$ cat src/rtl/alu_pkg.sv
// Shared opcodes and FSM state encoding for the multicycle ALU.
// Imported by alu_multicycle and mul_div_iter.
package alu_pkg;

  localparam logic [2:0] OP_ADD  = 3'b000;
  localparam logic [2:0] OP_SUB  = 3'b001;
  localparam logic [2:0] OP_AND  = 3'b010;
  localparam logic [2:0] OP_OR   = 3'b011;
  localparam logic [2:0] OP_XOR  = 3'b100;
  localparam logic [2:0] OP_SLTU = 3'b101;
  localparam logic [2:0] OP_MUL  = 3'b110;
  localparam logic [2:0] OP_DIV  = 3'b111;

  typedef enum logic [1:0] {
    S_IDLE,
    S_EXEC,
    S_ITER,
    S_WB
  } state_e;

  // Ops that go through the iterative core rather than EXEC.
  function automatic logic is_iter_op(
    input logic [2:0] op,
    input logic       b_nz
  );
    return (op == OP_MUL) || ((op == OP_DIV) && b_nz);
  endfunction

endpackage

$ cat src/rtl/mul_div_iter.sv
// Iterative shift-add multiplier and restoring divider.
// One step per clock; result/ovf show the value after the current step.
module mul_div_iter
  import alu_pkg::*;
#(
  parameter int N = 8
) (
  input  logic         clk,
  input  logic         rst,
  input  logic         load,
  input  logic         is_div,
  input  logic [N-1:0] a,
  input  logic [N-1:0] b,
  output logic [N-1:0] result,
  output logic         ovf,
  output logic         last
);

  localparam int CW = $clog2(N + 1);

  logic [2*N-1:0] acc_q;
  logic [2*N-1:0] mcand_q;
  logic [N-1:0]   sh_q;
  logic [N-1:0]   rem_q;
  logic [N-1:0]   dvs_q;
  logic [CW-1:0]  cnt_q;
  logic           div_q;

  logic [2*N-1:0] acc_d;
  logic [N:0]     rsh;
  logic [N:0]     rdiff;
  logic           fits;
  logic [N-1:0]   rem_d;
  logic [N-1:0]   quo_d;

  // Combinational view of one multiply or divide step.
  always_comb begin
    acc_d = acc_q + (sh_q[0] ? mcand_q : '0);
    rsh   = {rem_q, sh_q[N-1]};
    rdiff = rsh - {1'b0, dvs_q};
    fits  = ~rdiff[N];
    rem_d = fits ? rdiff[N-1:0] : rsh[N-1:0];
    quo_d = {sh_q[N-2:0], fits};
  end

  assign result = div_q ? quo_d : acc_d[N-1:0];
  assign ovf    = ~div_q & (|acc_d[2*N-1:N]);
  assign last   = (cnt_q == CW'(1));

  // Operand load on accept, then one step per edge until count hits 0.
  always_ff @(posedge clk or posedge rst) begin
    if (rst) begin
      acc_q   <= '0;
      mcand_q <= '0;
      sh_q    <= '0;
      rem_q   <= '0;
      dvs_q   <= '0;
      cnt_q   <= '0;
      div_q   <= 1'b0;
    end else if (load) begin
      acc_q   <= '0;
      mcand_q <= {{N{1'b0}}, a};
      sh_q    <= is_div ? a : b;
      rem_q   <= '0;
      dvs_q   <= b;
      cnt_q   <= CW'(N);
      div_q   <= is_div;
    end else if (cnt_q != '0) begin
      cnt_q <= cnt_q - CW'(1);
      if (div_q) begin
        rem_q <= rem_d;
        sh_q  <= quo_d;
      end else begin
        acc_q   <= acc_d;
        mcand_q <= mcand_q << 1;
        sh_q    <= sh_q >> 1;
      end
    end
  end

endmodule

$ cat src/rtl/alu_multicycle.sv
// Multicycle ALU execution stage driving the register bank write port.
// Single-cycle ops go via EXEC, MUL/DIV via the iterative core.
module alu_multicycle
  import alu_pkg::*;
#(
  parameter int N  = 8,
  parameter int RA = 3
) (
  input  logic          clk,
  input  logic          rst,
  input  logic          start,
  input  logic [2:0]    op,
  input  logic [N-1:0]  a,
  input  logic [N-1:0]  b,
  input  logic [RA-1:0] dest,
  output logic [N-1:0]  wd3,
  output logic [RA-1:0] wa3,
  output logic          we3,
  output logic          busy,
  output logic          done,
  output logic          zero,
  output logic          carry,
  output logic          dz
);

  state_e        state_q;
  logic [N-1:0]  a_q;
  logic [N-1:0]  b_q;
  logic [2:0]    op_q;
  logic [RA-1:0] dest_q;
  logic          busy_q;

  logic [N-1:0]  wd3_q;
  logic [RA-1:0] wa3_q;
  logic          we3_q;
  logic          done_q;
  logic          zero_q;
  logic          carry_q;
  logic          dz_q;

  logic          accept;
  logic          iter_go;
  logic          wb_fire;
  logic [N-1:0]  core_res;
  logic          core_ovf;
  logic          core_last;

  logic [N:0]    sum;
  logic [N:0]    dif;
  logic [N-1:0]  res_d;
  logic          carry_d;
  logic          dz_d;
  logic          zero_d;

  assign accept  = (state_q == S_IDLE) && start;
  assign iter_go = accept && is_iter_op(op, |b);
  assign wb_fire = (state_q == S_EXEC) ||
                   ((state_q == S_ITER) && core_last);

  mul_div_iter #(
    .N (N)
  ) u_iter (
    .clk    (clk),
    .rst    (rst),
    .load   (iter_go),
    .is_div (op == OP_DIV),
    .a      (a),
    .b      (b),
    .result (core_res),
    .ovf    (core_ovf),
    .last   (core_last)
  );

  assign sum = {1'b0, a_q} + {1'b0, b_q};
  assign dif = {1'b0, a_q} - {1'b0, b_q};

  // Result and flag selection for the latched opcode.
  always_comb begin
    res_d   = '0;
    carry_d = 1'b0;
    dz_d    = 1'b0;
    unique case (op_q)
      OP_ADD: begin
        res_d   = sum[N-1:0];
        carry_d = sum[N];
      end
      OP_SUB: begin
        res_d   = dif[N-1:0];
        carry_d = dif[N];
      end
      OP_AND:  res_d = a_q & b_q;
      OP_OR:   res_d = a_q | b_q;
      OP_XOR:  res_d = a_q ^ b_q;
      OP_SLTU: res_d = {{(N-1){1'b0}}, dif[N]};
      OP_MUL: begin
        res_d   = core_res;
        carry_d = core_ovf;
      end
      OP_DIV: begin
        if (b_q == '0) begin
          res_d = '1;
          dz_d  = 1'b1;
        end else begin
          res_d = core_res;
        end
      end
    endcase
    zero_d = (res_d == '0);
  end

  // Control FSM: accept, execute or iterate, write back, release.
  always_ff @(posedge clk or posedge rst) begin
    if (rst) begin
      state_q <= S_IDLE;
      a_q     <= '0;
      b_q     <= '0;
      op_q    <= OP_ADD;
      dest_q  <= '0;
      busy_q  <= 1'b0;
    end else begin
      unique case (state_q)
        S_IDLE: begin
          if (start) begin
            a_q     <= a;
            b_q     <= b;
            op_q    <= op;
            dest_q  <= dest;
            busy_q  <= 1'b1;
            state_q <= iter_go ? S_ITER : S_EXEC;
          end
        end
        S_EXEC: state_q <= S_WB;
        S_ITER: begin
          if (core_last) state_q <= S_WB;
        end
        S_WB: begin
          busy_q  <= 1'b0;
          state_q <= S_IDLE;
        end
        default: state_q <= S_IDLE;
      endcase
    end
  end

  // Write port and flags: pulses for one cycle, data held until next WB.
  always_ff @(posedge clk or posedge rst) begin
    if (rst) begin
      wd3_q   <= '0;
      wa3_q   <= '0;
      we3_q   <= 1'b0;
      done_q  <= 1'b0;
      zero_q  <= 1'b0;
      carry_q <= 1'b0;
      dz_q    <= 1'b0;
    end else begin
      we3_q  <= wb_fire;
      done_q <= wb_fire;
      if (wb_fire) begin
        wd3_q   <= res_d;
        wa3_q   <= dest_q;
        zero_q  <= zero_d;
        carry_q <= carry_d;
        dz_q    <= dz_d;
      end
    end
  end

  assign wd3   = wd3_q;
  assign wa3   = wa3_q;
  assign we3   = we3_q;
  assign busy  = busy_q;
  assign done  = done_q;
  assign zero  = zero_q;
  assign carry = carry_q;
  assign dz    = dz_q;

endmodule

$ cat config.mk
export PLATFORM = sky130hd
export DESIGN_NAME = alu_multicycle
export DESIGN_NICKNAME = d
export VERILOG_FILES = /design/src/rtl/alu_pkg.sv /design/src/rtl/mul_div_iter.sv /design/src/rtl/alu_multicycle.sv
export SDC_FILE = /design/constraint.sdc
export NUM_CORES = 1
export LEC_CHECK = 0
export CORE_UTILIZATION = 35
export CTS_CLUSTER_DIAMETER = 60
export CTS_CLUSTER_SIZE = 30
export DETAILED_ROUTE_END_ITERATION = 10
export PLACE_DENSITY = 0.59
export SLEW_MARGIN = 20
export SYNTH_ARGS = -nofsm -noshare
export SYNTH_HDL_FRONTEND = slang
export SYNTH_SLANG_ARGS = --single-unit
$ cat constraint.sdc
create_clock -name clk -period 5.09 [get_ports clk]
set_input_delay 1.527 -clock clk [delete_from_list [all_inputs] [get_ports clk]]
set_output_delay 1.527 -clock clk [all_outputs]
set_load 0.005 [all_outputs]
==> impl_metrics.json, run 1 <==
{
  "status": "finished, final reports clean",
  "grt_pass1_vias": 5269,
  "row_count": 51,
  "pwr-share-clk_pct": 13.1,
  "path_clk_slew_ns": 0.08,
  "fin_ws_ns": 1.58,
  "clk_latency_ns": 0.36,
  "r2r-start": "u_iter.sh_q[0]",
  "die_area_sq_mm": 0.0206,
  "diodes": 0,
  "whs_endpoint": "wa3[1]",
  "cp_data_required_time_ns": 5.34,
  "cp_num_buf_inv": 2,
  "cts_root_buf": "clkbuf_16",
  "die_width_um": 144,
  "intPower_w": 0.00292,
  "reg2regPathDepth": 10,
  "power_switching_w": 0.00253,
  "nets": 865,
  "firstDrtPassIters": 5,
  "drv_slew": 0,
  "synthCells": 755,
  "hold_ws_ns": 0.465,
  "rrSetupSlack_ns": 1.68,
  "place_ws_ns": 1.21,
  "syn-cell-area_sq_mm": 0.00702,
  "async_flop_share_pct": 100,
  "die_h_um": 144,
  "power.density_mw_per_mm2": 683,
  "ctsHoldBuffers": 0,
  "startpoint_type": "input pin",
  "drt_wl_total_um": 17800,
  "io_buffer_count": 41,
  "yosysWarnings": 0,
  "core_area_sq_mm": 0.0196,
  "viasPerCell": 5.45,
  "antenna_found_initial": 0,
  "ys_seq_elements": 101,
  "fin_skew_ns": 0.0121,
  "grt_max_degree": 58,
  "drt_iter0_drc": 363,
  "period_minus_slack_ns": 3.51,
  "worstPathCellList": "clkdlybuf4s50_1 -> nor4_1 -> a311oi_4 -> nor2_1 -> nand2_1 -> inv_1 -> a221o_1",
  "synth-main-ff-cell": "dfrtp_1",
  "synth-edff-count": 0,
  "end_kind": "flip-flop",
  "hold_viol_final": 0,
  "yosysUniqueCellTypes": 75,
  "drive_above_1_share_pct": 9.40,
  "numCtsBuffers": 9,
  "syn_avg_cell_area_sq_um": 9.30,
  "setup_viol": 0,
  "place_congestion": 0.864,
  "ctsHtreeMaxLevel": 3,
  "hp-start": "dest_q[1]",
  "max_cap_viol_count": 0,
  "ir_drop_uv": 385,
  "finalCoreUtilization_pct": 40.7,
  "cts.sinks": 101,
  "drtAntennaViolNets": 0,
  "timing.rr.end": "zero",
  "worst_pin_slew_ns": 0.885,
  "hold_path.class": "reg -> reg",
  "vias": 5736,
  "leakage_nw": 3.57,
  "wl_per_cell_um": 17.0,
  "swShare_pct": 46.4,
  "drc": 0,
  "finalCritPeriodShare_pct": 68.9,
  "finalSetupTns_ns": 0,
  "crit_arrival_ns": 3.75,
  "max_slew_margin_pct": 41.0,
  "critical_path_class": "in -> reg",
  "start_util_pct": 35.8,
  "overflow": 0,
  "cts_tree": "yes",
  "ys_seq_area_share_pct": 36.0,
  "cts_resized": 0,
  "cts_setup_buffers": 0,
  "syn_to_final_growth_pct": 13.6,
  "io_pins": 42,
  "seqPwrFrac_pct": 28.5,
  "dp_hpwl_um": 13400,
  "slowest_delay_ns": 0.67,
  "grt_pass1_wl_um": 28600,
  "synth_nets": 838,
  "clockBufferDepth": 2,
  "rsz0062_at_grt": "no",
  "fmax_mhz": 285,
  "cp_top_family": "compound AO/OA/AOI/OAI gates",
  "min_path_cells": 2,
  "combinationalPowerShare_pct": 58.5,
  "cp_slowest_cell": "a311oi_4",
  "crit_fanout": 13,
  "grt.total_usage_pct": 18.0
}
logic make-up (layout without fill, tap and decap cells):
logic type	count (synthesis)	in the layout	synth area share (%)
xor gates and xnor gates	26	26	3.51
buffers and inverters	81	113	5.40
adders and majority gates	58	58	10.8
and+or+nand+nor	227	227	15.6
DFF	101	101	36.0
muxes	53	53	8.00
AOI/OAI and AO/OA	209	209	20.7
sequential cells by signal, indices dropped and copies added, names as in the netlist, 2 cells and up:
name            count
a_q                 8
b_q                 8
dest_q              3
op_q                3
state_q             2
u_iter.acc_q       16
u_iter.cnt_q        4
u_iter.dvs_q        8
u_iter.mcand_q     16
u_iter.rem_q        8
u_iter.sh_q         8
wa3                 3
wd3                 8
metal layers:
| metal | vias up | GRT usage (%) | wire length (um) |
|---|---|---|---|
| met2 | 138 | 27.6 | 7920 |
| met1 | 2814 | 26.2 | 8940 |
| li1 | 2764 | - | - |
| met3 | 20 | 2.77 | 738 |
| met5 | - | 0 | 0 |
| met4 | 0 | 4.54 | 248 |
layout make-up:
cell class              count  area [sq um]
repair buffers             49           483
clock inverters             7          83.8
flip-flops and latches    101          2530
well taps                 265           332
fillers                  1939         11600
multi-input cells         573          4140
inverters                  48           183
clock buffers               9           225
worst max path at each step:
stage,from,endpoint,slack [ns],depth (start not counted)
3_3_place_gp,b[3],u_iter.sh_q[0],1.28,7
2_1_floorplan,rst,a_q[0],0.92,1
5_1_grt,start,u_iter.sh_q[0],1.45,7
4_1_cts,start,u_iter.sh_q[0],1.59,7
3_5_place_dp,start,u_iter.sh_q[0],1.21,7
6_report,b[3],u_iter.sh_q[0],1.58,7
cell usage after synthesis (4+ instances only):
library cell	n	area share, %
mux2i_1	28	4.0
a211oi_2	4	0.71
nand2_1	75	4.0
o31ai_1	6	0.64
ha_1	54	9.6
mux2_2	25	4.0
and2_1	19	1.7
buf_2	8	0.57
buf_1	6	0.32
fa_1	4	1.1
o21bai_1	4	0.43
a31oi_1	8	0.71
a211oi_1	10	1.1
inv_1	47	2.5
xor2_1	8	1.0
nor3_1	11	0.78
and3_1	6	0.53
dfrtp_1	101	36
o21ai_1	4	0.29
clkbuf_1	10	0.53
a21o_1	6	0.64
a21oi_1	44	3.1
o21ai_0	47	3.4
o211ai_1	6	0.64
nor4_1	8	0.71
nor2b_1	9	0.80
a32o_1	4	0.57
buf_6	5	0.80
a22oi_1	4	0.43
nor3b_1	6	0.64
nand2b_1	8	0.71
nand3_1	8	0.57
xnor2_1	17	2.1
nor2_1	58	3.1
a22o_1	21	2.6
per-stage QoR:
step	cell area [sq um]	total power (W)	instances
2_1_floorplan	7020	0.00395	755
3_5_place_dp	7670	0.00474	1036
3_3_place_gp	7670	0.00471	1036
6_report	7980	0.00545	1052
4_1_cts	7980	0.00547	1052
5_1_grt	7980	0.00592	1052
layout by cell type (no fill, tap or decap), types with 7 or more instances in the layout:
master,instances
a211oi_1,10
a21oi_1,43
a22o_1,21
a31oi_1,8
and2_1,19
buf_4,7
clkbuf_16,9
clkdlybuf4s50_1,41
dfrtp_1,101
ha_1,54
inv_1,46
mux2_2,25
mux2i_1,28
nand2_1,75
nand2b_1,8
nand3_1,8
nor2_1,58
nor2b_1,9
nor3_1,10
nor4_1,8
o21ai_0,47
xnor2_1,17
xor2_1,8
power by group through the flow:
stage / combinational, W / sequential (W) / clock, W
floorplan: 0.00259 / 0.00137 / 0
global placement: 0.00315 / 0.00156 / 0
detailed placement: 0.00318 / 0.00157 / 0
CTS: 0.00319 / 0.00155 / 0.000733
global route: 0.00356 / 0.00160 / 0.000758
finish: 0.00319 / 0.00155 / 0.000713
tightest hold or removal path, cell delays in order (launching register included):
cell and delay (ns):
dfrtp_1 0.34, nand2_1 0.05, nand2_1 0.05
Power figures use the tool's default switching activity.
==> inputs of run 2 (changes only) <==
==> constraint.sdc (replaced) <==
create_clock -name clk -period 3.6 [get_ports clk]
set_input_delay 1.08 -clock clk [delete_from_list [all_inputs] [get_ports clk]]
set_output_delay 1.08 -clock clk [all_outputs]
set_load 0.005 [all_outputs]
==> run 2 against run 1 <==
  * Via count shrank 0.12%
  * Clock power grew 39%
  * Flip-flop and latch count is the same
  * Design area grew 0.89%
  * Sequential power grew 35%
  * Critical path depth grew 3
  * Register-to-register slack lost 1.2 ns
  * Final cell count grew 0.86%
  * Global-route usage grew 0.41 points
  * Utilization grew 0.36 points
  * Non-clock buffer count grew 9
  * Total power grew 43%
==> impl_metrics.json, run 2 (same netlist as run 1, synthesis figures left out) <==
{
  "largestRegisters": "u_iter.acc_q (16), u_iter.mcand_q (16)",
  "dp_hpwl_um": 13600,
  "cts.sinks": 101,
  "finalCritPeriodShare_pct": 87.7,
  "grt_max_degree": 102,
  "ctsHoldBuffers": 0,
  "diodes": 0,
  "status": "finished, final reports clean",
  "ctsHtreeMaxLevel": 3,
  "final_cell_area_sq_mm": 0.00805,
  "drt_iter0_drc": 535,
  "critical_path_class": "reg -> reg",
  "fmax_mhz": 317,
  "nets": 874,
  "whs_endpoint": "wa3[1]",
  "overflow": 0,
  "seqPwrFrac_pct": 26.9,
  "io_buffer_count": 41,
  "drv_slew": 0,
  "swShare_pct": 46.2,
  "crit_fanout": 8,
  "timing.rr.end": "zero",
  "power_w": 0.00781,
  "power.density_mw_per_mm2": 971,
  "hold_path.class": "reg -> reg",
  "fin_skew_ns": 0.0149,
  "met2_length_um": 8140,
  "cts_resized": 0,
  "intPower_w": 0.00420,
  "cp_data_required_time_ns": 3.89,
  "drc": 0,
  "wl_per_cell_um": 17.2,
  "cp_common_cell": "a211oi_2",
  "cts_root_buf": "clkbuf_16",
  "finalSetupTns_ns": 0,
  "core_area_sq_mm": 0.0196,
  "worstPathCellList": "and2_1 -> ha_1 -> fa_1 -> a211oi_2 -> nor2_1 -> a311oi_1 -> o211a_1 -> o31ai_1 -> a211oi_2 -> a32o_2",
  "drtAntennaViolNets": 0,
  "final_common_cell": "dfrtp_1",
  "worst_pin_slew_ns": 0.883,
  "io_pins": 42,
  "r2r-start": "u_iter.sh_q[0]",
  "finalCoreUtilization_pct": 41.1,
  "syn_to_final_growth_pct": 14.6,
  "clk_latency_ns": 0.36,
  "grt.total_usage_pct": 18.4,
  "hp-start": "wa3[1]",
  "place_congestion": 0.856,
  "rsz0062_at_grt": "no",
  "setup_viol": 0,
  "die_area_sq_mm": 0.0206,
  "power_switching_w": 0.00361,
  "drt_wl_total_um": 18200,
  "min_path_cells": 2,
  "antenna_found_initial": 0,
  "dp.cells": 1045,
  "slowest_delay_ns": 0.50,
  "row_count": 51,
  "start_util_pct": 35.8,
  "vias": 5729,
  "cts_setup_buffers": 0,
  "max_slew_margin_pct": 40.8,
  "route.met3.wl_um": 791,
  "max_cap_viol_count": 0,
  "numCtsBuffers": 9,
  "leakage_nw": 3.61,
  "ir_drop_uv": 592,
  "grt_pass1_wl_um": 29300,
  "fillerInstances": 1986,
  "cts_tree": "yes",
  "path_clk_slew_ns": 0.08,
  "drt-met1-wl_um": 9060,
  "combinationalPowerShare_pct": 60.4,
  "end_kind": "flip-flop",
  "pwr-share-clk_pct": 12.7,
  "firstDrtPassIters": 5,
  "cp_slowest_cell": "dfrtp_1",
  "dr.max_layer_used": "met4",
  "hold_viol_final": 0,
  "grt_pass1_vias": 5478,
  "die_h_um": 144,
  "crit_arrival_ns": 3.45,
  "rrSetupSlack_ns": 0.44,
  "reg2regPathDepth": 10,
  "finalNonFillerCells": 1061,
  "placed_area_sq_mm": 0.00775,
  "final_cell_mix": "dfrtp_1, nand2_1, nor2_1",
  "period_minus_slack_ns": 3.16,
  "startpoint_type": "flip-flop",
  "die_width_um": 144,
  "clockBufferDepth": 2,
  "drive_above_1_share_pct": 10.4,
  "viasPerCell": 5.40
}
-- run 2: layout make-up --
class | count | area, sq um | share of cell area (%)
multi-input combinational | 573 | 4140 | 51.5
sequential | 101 | 2530 | 31.4
timing repair buffer | 58 | 563 | 7.00
tap | 265 | 332 | 4.12
clock buffer | 9 | 225 | 2.80
inverter | 48 | 184 | 2.29
clock inverter | 7 | 73.8 | 0.917
-- run 2: worst max path at each step --
stage	startpoint	endpoint	slack (ns)
after floorplan	u_iter.sh_q[0]	carry	0.72
final	u_iter.sh_q[0]	zero	0.44
after CTS	u_iter.sh_q[0]	zero	0.46
after global placement	start	u_iter.dvs_q[0]	0.39
after global routing	u_iter.sh_q[0]	zero	0.26
after detailed placement	start	u_iter.dvs_q[0]	0.37
-- run 2: stage by stage --
step                setup slack (ns)  hold WS (ns)
global route                   0.263         0.484
detailed placement             0.370         0.456
floorplan                      0.725         0.440
finish                         0.442         0.467
global placement               0.391         0.447
CTS                            0.461         0.471
-- run 2: power by group through the flow --
stage          Combinational [W]  Clock (W)  Sequential, W
4_1_cts                  0.00471    0.00102        0.00210
6_report                 0.00472   0.000990        0.00210
3_5_place_dp             0.00468          0        0.00212
3_3_place_gp             0.00465          0        0.00211
5_1_grt                  0.00521    0.00105        0.00217
2_1_floorplan            0.00366          0        0.00193
-- run 2: worst max-delay path, delay by kind of cell, from the launching register on --
kind	cells	cell delay, ns
flip-flops	1	0.50
adder cells (fa/ha/maj)	2	0.66
AO/OA/AOI/OAI	6	1.58
AND/OR/NAND/NOR	2	0.36
-- run 2: layer usage --
layer / up-vias / global-route usage, %
li1: 2787 / -
met1: 2766 / 26.3
met2: 160 / 28.7
met3: 16 / 3.57
met4: 0 / 3.86
met5: - / 0
